**src/rtl/secuenciador_paso.sv**
```systemverilog
// Two-beam passage sequencer: classifies A/B beam patterns into inbound/outbound passages.
// Optional dwell timeout enabled by defining SECUENCIADOR_TIMEOUT_EN.
module secuenciador_paso #(
  parameter int TIMEOUT_CICLOS = 50000000
) (
  input  logic clk,
  input  logic reset,
  input  logic sensor_a,
  input  logic sensor_b,
  output logic entrada,
  output logic salida,
  output logic error,
  output logic ocupado
);

  typedef enum logic [2:0] {
    IDLE, E1, E2, E3, S1, S2, S3, WAIT_CLR
  } estado_t;

  estado_t    r_estado;
  estado_t    w_siguiente;
  logic [1:0] w_par;
  logic       w_entrada;
  logic       w_salida;
  logic       w_error;
  logic       w_en_curso;
  logic       w_timeout;

  assign w_par      = {sensor_a, sensor_b};
  assign w_en_curso = (r_estado != IDLE) && (r_estado != WAIT_CLR);

`ifdef SECUENCIADOR_TIMEOUT_EN
  localparam int CW = (TIMEOUT_CICLOS > 1) ? $clog2(TIMEOUT_CICLOS) : 1;

  logic [CW-1:0] r_cuenta;

  assign w_timeout = w_en_curso && (r_cuenta == CW'(TIMEOUT_CICLOS - 1));

  // Dwell counter restarts whenever the state changes and only runs mid-passage
  always_ff @(posedge clk or posedge reset) begin
    if (reset) begin
      r_cuenta <= '0;
    end else if ((w_siguiente != r_estado) || !w_en_curso) begin
      r_cuenta <= '0;
    end else begin
      r_cuenta <= r_cuenta + 1'b1;
    end
  end
`else
  assign w_timeout = 1'b0 & (TIMEOUT_CICLOS == 0);
`endif

  always_ff @(posedge clk or posedge reset) begin
    if (reset) begin
      r_estado <= IDLE;
    end else begin
      r_estado <= w_siguiente;
    end
  end

  always_comb begin
    w_siguiente = r_estado;
    w_entrada   = 1'b0;
    w_salida    = 1'b0;
    w_error     = 1'b0;
    unique case (r_estado)
      IDLE: begin
        unique case (w_par)
          2'b10: w_siguiente = E1;
          2'b01: w_siguiente = S1;
          2'b11: begin w_siguiente = WAIT_CLR; w_error = 1'b1; end
          default: w_siguiente = IDLE;
        endcase
      end
      E1: begin
        unique case (w_par)
          2'b11: w_siguiente = E2;
          2'b00: w_siguiente = IDLE;
          2'b01: begin w_siguiente = WAIT_CLR; w_error = 1'b1; end
          default: w_siguiente = E1;
        endcase
      end
      E2: begin
        unique case (w_par)
          2'b01: w_siguiente = E3;
          2'b10: w_siguiente = E1;
          2'b00: begin w_siguiente = WAIT_CLR; w_error = 1'b1; end
          default: w_siguiente = E2;
        endcase
      end
      E3: begin
        unique case (w_par)
          2'b00: begin w_siguiente = IDLE; w_entrada = 1'b1; end
          2'b11: w_siguiente = E2;
          2'b10: begin w_siguiente = WAIT_CLR; w_error = 1'b1; end
          default: w_siguiente = E3;
        endcase
      end
      // Outbound states mirror inbound with the beams swapped
      S1: begin
        unique case (w_par)
          2'b11: w_siguiente = S2;
          2'b00: w_siguiente = IDLE;
          2'b10: begin w_siguiente = WAIT_CLR; w_error = 1'b1; end
          default: w_siguiente = S1;
        endcase
      end
      S2: begin
        unique case (w_par)
          2'b10: w_siguiente = S3;
          2'b01: w_siguiente = S1;
          2'b00: begin w_siguiente = WAIT_CLR; w_error = 1'b1; end
          default: w_siguiente = S2;
        endcase
      end
      S3: begin
        unique case (w_par)
          2'b00: begin w_siguiente = IDLE; w_salida = 1'b1; end
          2'b11: w_siguiente = S2;
          2'b01: begin w_siguiente = WAIT_CLR; w_error = 1'b1; end
          default: w_siguiente = S3;
        endcase
      end
      default: begin
        if (w_par == 2'b00) w_siguiente = IDLE;
      end
    endcase

    // A timeout overrides whatever the inputs asked for this cycle
    if (w_timeout) begin
      w_siguiente = WAIT_CLR;
      w_entrada   = 1'b0;
      w_salida    = 1'b0;
      w_error     = 1'b1;
    end
  end

  always_ff @(posedge clk or posedge reset) begin
    if (reset) begin
      entrada <= 1'b0;
      salida  <= 1'b0;
      error   <= 1'b0;
      ocupado <= 1'b0;
    end else begin
      entrada <= w_entrada;
      salida  <= w_salida;
      error   <= w_error;
      ocupado <= (w_siguiente != IDLE);
    end
  end

endmodule

```
**config.mk**
```make
export PLATFORM = sky130hd
export DESIGN_NAME = secuenciador_paso
export DESIGN_NICKNAME = d
export VERILOG_FILES = /design/src/rtl/secuenciador_paso.sv
export SDC_FILE = /design/constraint.sdc
export NUM_CORES = 1
export LEC_CHECK = 0
export CORE_MARGIN = 5
export CORE_UTILIZATION = 25
export DETAILED_ROUTE_END_ITERATION = 10
export PLACE_DENSITY = 0.51
export SLEW_MARGIN = 10
export SYNTH_ARGS = -nofsm -noshare
export SYNTH_HDL_FRONTEND = slang
export SYNTH_SLANG_ARGS = --single-unit
export TNS_END_PERCENT = 50
```
**constraint.sdc**
```tcl
create_clock -name clk -period 1.8 [get_ports clk]
set_input_delay 0.18 -clock clk [delete_from_list [all_inputs] [get_ports clk]]
set_output_delay 0.18 -clock clk [all_outputs]
set_load 0.05 [all_outputs]
```
# Yosys cells after proc, flatten, opt, wreduce, memory -nomap -nowiden
# Cells that the tools add are included.
# op_classes
n_eq_ne	9
mux	16
n_reduce_logical	6
# ops
operator	count
$pmux 3 s3	6
$pmux 3 s7	1
$eq 3x3->1 const B	3
$eq 3x2->1 const B	2
$mux 1	6
$pmux 2 s3	1
$reduce_or 2->1	3
$eq 2x2->1 const B	2
$pmux 1 s4	1
$eq 3x1->1 const B	1
$logic_not 3->1	1
$mux 3	1
$reduce_bool 3->1	1
$eq 2x1->1 const B	1
$logic_not 2->1	1
# word_totals
regBits	7
input_bits	4
output_inout_bits	4

# Logic depth before layout (Yosys ltp)
# Gate-level depths: netlist (run 1).
# depth
depth_word	4
mapped_depth	6

# Worst setup path after synthesis (run 1)
# Ideal clock, no wire load.
# synth_timing
path_kind	input-to-reg
startpoint	input port sensor_a
endpoint	register ocupado
setup_time_ns	0.136
arrival_time_ns	1.188
slack_ns	0.476
stages	6
path_buffers	0
cell_sequence	inv_1 ha_1 nor2b_1 o21bai_1 a311oi_1 nand4_1
# synth_via
elab_chain_cells	4
word_cells_on_any_way	14
cone_classes	3 x eq/ne; 9 x mux; 2 x reduce/logical
# synth_rtl
item	line_no	source
from (decl)	8	input logic sensor_a,
$eq 2x1->1, or another cell as far along	--	
$pmux 3 s3, or another cell as far along	117	unique case (w_par)
$pmux 3 s7 (*)	66	unique case (r_estado)
$reduce_bool 3->1 (*)	148	ocupado <= (w_siguiente != IDLE);
to (signal assigned)	148	
to (decl)	13	output logic ocupado
# Every way passes the cells marked *; elsewhere a longest branch is shown, timed or not.

# Worst setup path in the final report (run 1)
# Ends and elaborated chain as after synthesis.

==> results of run 1 <==
-- sequential cells by signal, indices dropped and copies added, names as in the netlist --
signal,flops
salida,1
r_estado,3
entrada,1
ocupado,1
error,1
-- area by class of cell --
type	count	area [sq um]
fillers	240	1460
multi-input cells	54	373
flip-flops and latches	7	175
repair buffers	16	138
well taps	28	35.0
clock buffers	4	26.3
inverters	6	22.5
-- how the worst max path moves through the flow --
stage | endpoint | cells after the start
2_1_floorplan | ocupado$_DFF_PP0_ | 6
3_3_place_gp | r_estado[0]$_DFF_PP0_ | 7
3_5_place_dp | r_estado[0]$_DFF_PP0_ | 7
4_1_cts | ocupado$_DFF_PP0_ | 7
5_1_grt | ocupado$_DFF_PP0_ | 7
6_report | ocupado$_DFF_PP0_ | 7
-- layer usage --
layer  vias up  share of wire [%]  global-route usage (%)
met5         -                  0                       0
met4         0               0.66                    3.97
met3         2                4.8                    1.97
met2         8                 48                    13.1
met1       227                 47                    9.25
li1        276                  -                       -
-- Yosys cell counts, types with 2 or more instances --
cell      n
nor2_1    8
dfrtp_1   7
ha_1      7
nand2b_1  7
inv_1     6
nand2_1   4
a21oi_1   3
mux2i_1   3
o21ai_0   3
buf_2     2
nor2b_1   2
nor3_1    2
nor4b_1   2
o22ai_1   2
-- worst reg2reg max path, cell delays in order, from the launching register on --
cell,delay (ns)
dfrtp_1,0.60
nand2b_1,0.26
o22ai_1,0.12
nor3_1,0.23
o21ai_0,0.13
-- kinds of logic after synthesis --
family | synth area share [%]
compound gates | 14.3
simple gates | 29.1
mux | 5.11
buf+inv | 6.81
flops | 29.8
fa+ha+maj | 14.9
-- layout by cell type, fill, tap and decap left out, types with 3 or more instances in the layout --
cell and count:
clkbuf_4 3, o21ai_0 3, nand2b_1 7, mux2i_1 3
clkdlybuf4s50_1 7, inv_1 6, nor2_1 8, buf_4 9
nand2_1 4, ha_1 7, dfrtp_1 7, a21oi_1 3
-- power by group through the flow --
| stage | clock [mW] | combinational (mW) | sequential [mW] |
|---|---|---|---|
| after floorplan | 0 | 0.372 | 0.301 |
| final | 0.135 | 0.479 | 0.319 |
| after global placement | 0 | 0.479 | 0.323 |
| after CTS | 0.143 | 0.478 | 0.317 |
| after global routing | 0.151 | 0.521 | 0.334 |
| after detailed placement | 0 | 0.481 | 0.317 |
-- per-stage QoR --
stage	utilization, %	hold slack [ns]
after floorplan	-	-0.0166
after global placement	33.3	0.421
after detailed placement	33.3	0.422
after CTS	34.5	0.159
after global routing	34.5	0.194
final	34.5	0.158
==> out/results.tsv, run 1 <==
stage	metric	value	unit
floorplanning	FP Rows	17	
logic_synthesis	synthesized instance count	70	
placement	Place WS	-0.0739	ns
logic_synthesis	synth unique cells	26	
logic_synthesis	Yosys top cell area share	29.8	%
power	pwr dens	1210	nW/um^2
clock_network	htree depth	1	
final_layout	Diodes inserted	0	
timing	Setup Skew	0.00492	ns
route	Pre-antenna DRT Iters	4	
logic_synthesis	leading area contributor after synthesis	dfrtp_1	
logic_synthesis	EDFF count, synth	0	
final_layout	area grow syn2layout	30.9	%
power	Pwr Total	0.933	mW
grt	total congestion overflow	0	
placement	hpwl dp	966	um
floorplanning	# IOs	8	
power	sw power	0.423	mW
setup_path	CP arrival	1.72	ns
placement	Cells after DPL	111	
timing	Finish-stage setup viols	0	
power	Clk network pwr share	14.4	%
logic_synthesis	Synth async-reset ratio	100	%
clock_network	CTS Buf Count	3	
final_layout	Layout Nets	99	
outcome	outcome	complete, no violations	
route	Vias/cell	4.46	
grt	global-route usage over all layers	7.85	%
setup_path	CP top delay family	buffers and inverters	
power	Sequential Power Share	34.2	%
floorplanning	Die Y	58.5	um
route	DRC errors left	0	
grt	vias in the first global route	479	
timing	final worst path period need	1.61	ns
timing	final max-slew violation count	0	
timing	fmax	622	MHz
floorplanning	Die ar.	3420	sq um
route	Iter 0 DRT Violations	9	
grt	global-route wire length before repair	2070	um
power	Sw Share	45.3	%
setup_path	Crit-path slowest cell	clkdlybuf4s50_1	
route	routed wire length	1210	um
logic_synthesis	top cells by area, synth	dfrtp_1, ha_1, nand2b_1	
setup_path	Setup CP Type	primary input to register	
logic_synthesis	Synth Register Bits	7	
clock_network	number of hold buffers added after CTS	0	
placement	DP Area	743	sq um
clock_network	buffers inserted by post-CTS timing repair	0	
clock_network	clk_lat worst skew	0.24	ns
logic_synthesis	Avg Synthesized Cell Area	8.40	sq um
setup_path	Crit path largest cell delay	0.50	ns
clock_network	CTS tree	done	
clock_network	clock sink count	7	
timing	ratio of final minimum period to clock period	89.3	%
timing	RSZ-0062 raised after global routing	false	
setup_path	Worst Setup Start Kind	primary input	
job	max_cap viols	0	
logic_synthesis	Cell Area, Synth	588	sq um
power	Comb power frac	51.3	%
logic_synthesis	Synth Net Count	81	
placement	Buffers on Ports	7	
floorplanning	Die X	58.5	um
setup_path	Worst Setup End Kind	register	
clock_network	Clk pin slew, worst setup/hold paths	0.05	ns
final_layout	ratio of cells with drive above 1 in the final layout	13.8	%
setup_path	Data required, critical path	1.91	ns
timing	measured slew at the worst slew-check pin	0.491	ns
setup_path	r2r startpoint	r_estado[2]$_DFF_PP0_	
power	P_int	0.510	mW
power	worst vdd ir	0.530	mV
route	post-route antenna net violation count	0	
logic_synthesis	Ys Warns	0	
final_layout	final cell count without fillers	115	
final_layout	final instance area	769	sq um
logic_synthesis	dominant synthesized flop cell	dfrtp_1	
clock_network	Max Root-Sink Buffers	2	
route	Via Count	513	
setup_path	Worst Setup SP	sensor_a	
logic_synthesis	sequential area share after synthesis	29.8	%
setup_path	Critical path buffers and inverters	2	
floorplanning	Initial Util	26.3	%
timing	Setup WS post-layout	0.193	ns
placement	gpl congestion	0.678	
timing	Sum Neg Setup Slack	0	ns
grt	largest net degree at the start of global routing	15	
clock_network	Clock Tree Root	clkbuf_4	
setup_path	R2R setup slack	0.33	ns
setup_path	R2R depth	4	
power	P_leak	0.355	nW
setup_path	top fanout value on the critical path	3	
clock_network	post-cts resize count	0	
hold_path	HP Class	primary input to async pin	
floorplanning	CORE AREA	2230	sq um
route	drt wl/cell	10.5	um
setup_path	worst-path cell chain	clkdlybuf4s50_1 -> inv_1 -> ha_1 -> nor2b_1 -> o21bai_1 -> a311oi_1 -> nand4_1	
grt	initial antenna violation count	0	
setup_path	worst r2r dst	r_estado[0]$_DFF_PP0_	
timing	Slew headroom	67.1	%
timing	final hold violation count	0	
(Power assumes the default switching activity.)
==> inputs of run 2 (changes only) <==
--- a/config.mk
+++ b/config.mk
@@ -8,6 +8,7 @@
 export CORE_MARGIN = 5
 export CORE_UTILIZATION = 25
 export DETAILED_ROUTE_END_ITERATION = 10
+export MAX_ROUTING_LAYER = met4
 export PLACE_DENSITY = 0.51
 export SLEW_MARGIN = 10
 export SYNTH_ARGS = -nofsm -noshare
==> run 2 against run 1 <==
Compared with the run above: clock power is essentially flat; critical endpoint unchanged; routed wire length is 0.99% lower; sequential share of layout area unchanged; combinational power barely moved; utilization did not move; final cell count stayed put; setup slack hardly changed; final area is the same; die area did not move.
==> out/results.tsv, run 2 (same netlist as run 1, synthesis figures left out) <==
stage	metric	value	unit	change
final_layout	commonest cells after routing, fill and taps aside	buf_4, nor2_1		
timing	final max-slew violation count	0		unchanged
timing	fmax	622	MHz	about the same
clock_network	Clock Tree Root	clkbuf_4		
timing	final hold violation count	0		unchanged
power	P_leak	0.355	nW	unchanged
route	Vias/cell	4.48		+0.39%
power	Pwr Total	0.932	mW	-0.11%
final_layout	final instance area	769	sq um	unchanged
timing	final worst path period need	1.61	ns	+0.000140 ns
timing	Sum Neg Setup Slack	0	ns	unchanged
setup_path	worst r2r dst	ocupado$_DFF_PP0_		
clock_network	Clk pin slew, worst setup/hold paths	0.05	ns	about the same
clock_network	CTS Buf Count	3		unchanged
final_layout	Diodes inserted	0		unchanged
floorplanning	Die X	58.5	um	unchanged
placement	DP Area	743	sq um	unchanged
power	worst vdd ir	0.529	mV	-0.16%
setup_path	Data required, critical path	1.91	ns	about the same
clock_network	CTS tree	done		
timing	Slew headroom	67.1	%	about the same
setup_path	Setup CP Type	primary input to register		
final_layout	commonest non-fill, non-tap cell in the layout	buf_4		
clock_network	number of hold buffers added after CTS	0		unchanged
final_layout	final cell count without fillers	115		unchanged
clock_network	clk_lat worst skew	0.24	ns	about the same
final_layout	ratio of cells with drive above 1 in the final layout	13.8	%	unchanged
final_layout	Top reg by flops	r_estado		
setup_path	top fanout value on the critical path	3		unchanged
placement	hpwl dp	966	um	unchanged
setup_path	worst-path cell chain	clkdlybuf4s50_1 -> inv_1 -> ha_1 -> nor2b_1 -> o21bai_1 -> a311oi_1 -> nand4_1		
timing	Finish-stage setup viols	0		unchanged
route	Iter 0 DRT Violations	9		unchanged
floorplanning	FP Rows	17		unchanged
setup_path	r2r startpoint	r_estado[2]$_DFF_PP0_		
grt	global-route usage over all layers	8.08	%	+0.23 points
setup_path	Crit path largest cell delay	0.50	ns	about the same
clock_network	htree depth	1		unchanged
route	routed wire length	1200	um	-0.99%
route	DRC errors left	0		unchanged
clock_network	Max Root-Sink Buffers	2		unchanged
power	pwr dens	1210	nW/um^2	-0.11%
floorplanning	Die Y	58.5	um	unchanged
outcome	outcome	complete, no violations		
final_layout	Core Util, Final	34.5	%	unchanged
grt	global-route wire length before repair	2070	um	unchanged
clock_network	buffers inserted by post-CTS timing repair	0		unchanged
placement	Cells after DPL	111		unchanged
job	max_cap viols	0		unchanged
placement	Place WS	-0.0739	ns	unchanged
timing	ratio of final minimum period to clock period	89.3	%	about the same
timing	Setup Skew	0.00573	ns	+0.000817 ns
timing	hold slack	0.158	ns	-0.000131 ns
grt	vias in the first global route	477		-0.42%
placement	gpl congestion	0.685		+1.0%
final_layout	max reg flops	3		unchanged
setup_path	Worst Setup Start Kind	primary input		
placement	Buffers on Ports	7		unchanged
grt	largest net degree at the start of global routing	15		unchanged
hold_path	HP Class	primary input to async pin		
floorplanning	# IOs	8		unchanged
route	drt wl/cell	10.4	um	-0.99%
setup_path	Worst Setup End Kind	register		
setup_path	R2R depth	4		unchanged
route	Pre-antenna DRT Iters	4		unchanged
timing	Setup WS post-layout	0.193	ns	-0.000140 ns
timing	measured slew at the worst slew-check pin	0.492	ns	+0.000813 ns
final_layout	area grow syn2layout	30.9	%	unchanged
route	post-route antenna net violation count	0		unchanged
floorplanning	Die ar.	3420	sq um	unchanged
clock_network	post-cts resize count	0		unchanged
setup_path	CP arrival	1.72	ns	about the same
floorplanning	Initial Util	26.3	%	unchanged
final_layout	Layout Nets	99		unchanged
grt	initial antenna violation count	0		unchanged
setup_path	Crit-path slowest cell	clkdlybuf4s50_1		
grt	total congestion overflow	0		unchanged
setup_path	R2R setup slack	0.34	ns	about the same
floorplanning	CORE AREA	2230	sq um	unchanged
timing	RSZ-0062 raised after global routing	false		
clock_network	clock sink count	7		unchanged
setup_path	Worst Setup SP	sensor_a		
route	Via Count	515		+0.39%
## run 2: cell counts in the layout (fill, tap and decap cells not counted)
No cell type changed its count.
## run 2: power by group
group          total, mW  switching [mW]  internal, mW
sequential         0.318           0.112         0.207
clock              0.135          0.0511        0.0842
combinational      0.478           0.259         0.219
total              0.932           0.422         0.510
## run 2: layout make-up
type	count	area [sq um]
Inverter	6	22.5
Fill cell	240	1460
Clock buffer	4	26.3
Multi-Input combinational cell	54	373
Sequential cell	7	175
Tap cell	28	35.0
Timing Repair Buffer	16	138
## run 2: layer usage
metal / up-vias / track usage, % / wire, um
met1: 226 / 9.25 / 550
met4: 0 / 3.97 / 0
li1: 275 / - / -
met2: 14 / 13.1 / 578
met5: - / - / 0
met3: 0 / 1.97 / 67
## run 2: worst max path at each step
| stage | slack, ns | endpoint | depth (start not counted) |
|---|---|---|---|
| 3_5_place_dp | -0.07 | r_estado[0]$_DFF_PP0_ | 7 |
| 6_report | 0.19 | ocupado$_DFF_PP0_ | 7 |
| 3_3_place_gp | -0.08 | r_estado[0]$_DFF_PP0_ | 7 |
| 2_1_floorplan | 0.48 | ocupado$_DFF_PP0_ | 6 |
| 4_1_cts | 0.20 | ocupado$_DFF_PP0_ | 7 |
| 5_1_grt | 0.09 | ocupado$_DFF_PP0_ | 7 |
## run 2: critical path: cells and delay by family
kind | cells | cell delay, ns
buffers and inverters | 2 | 0.58
adder cells (fa/ha/maj) | 1 | 0.21
AO/OA/AOI/OAI | 2 | 0.49
AND/OR/NAND/NOR | 2 | 0.27
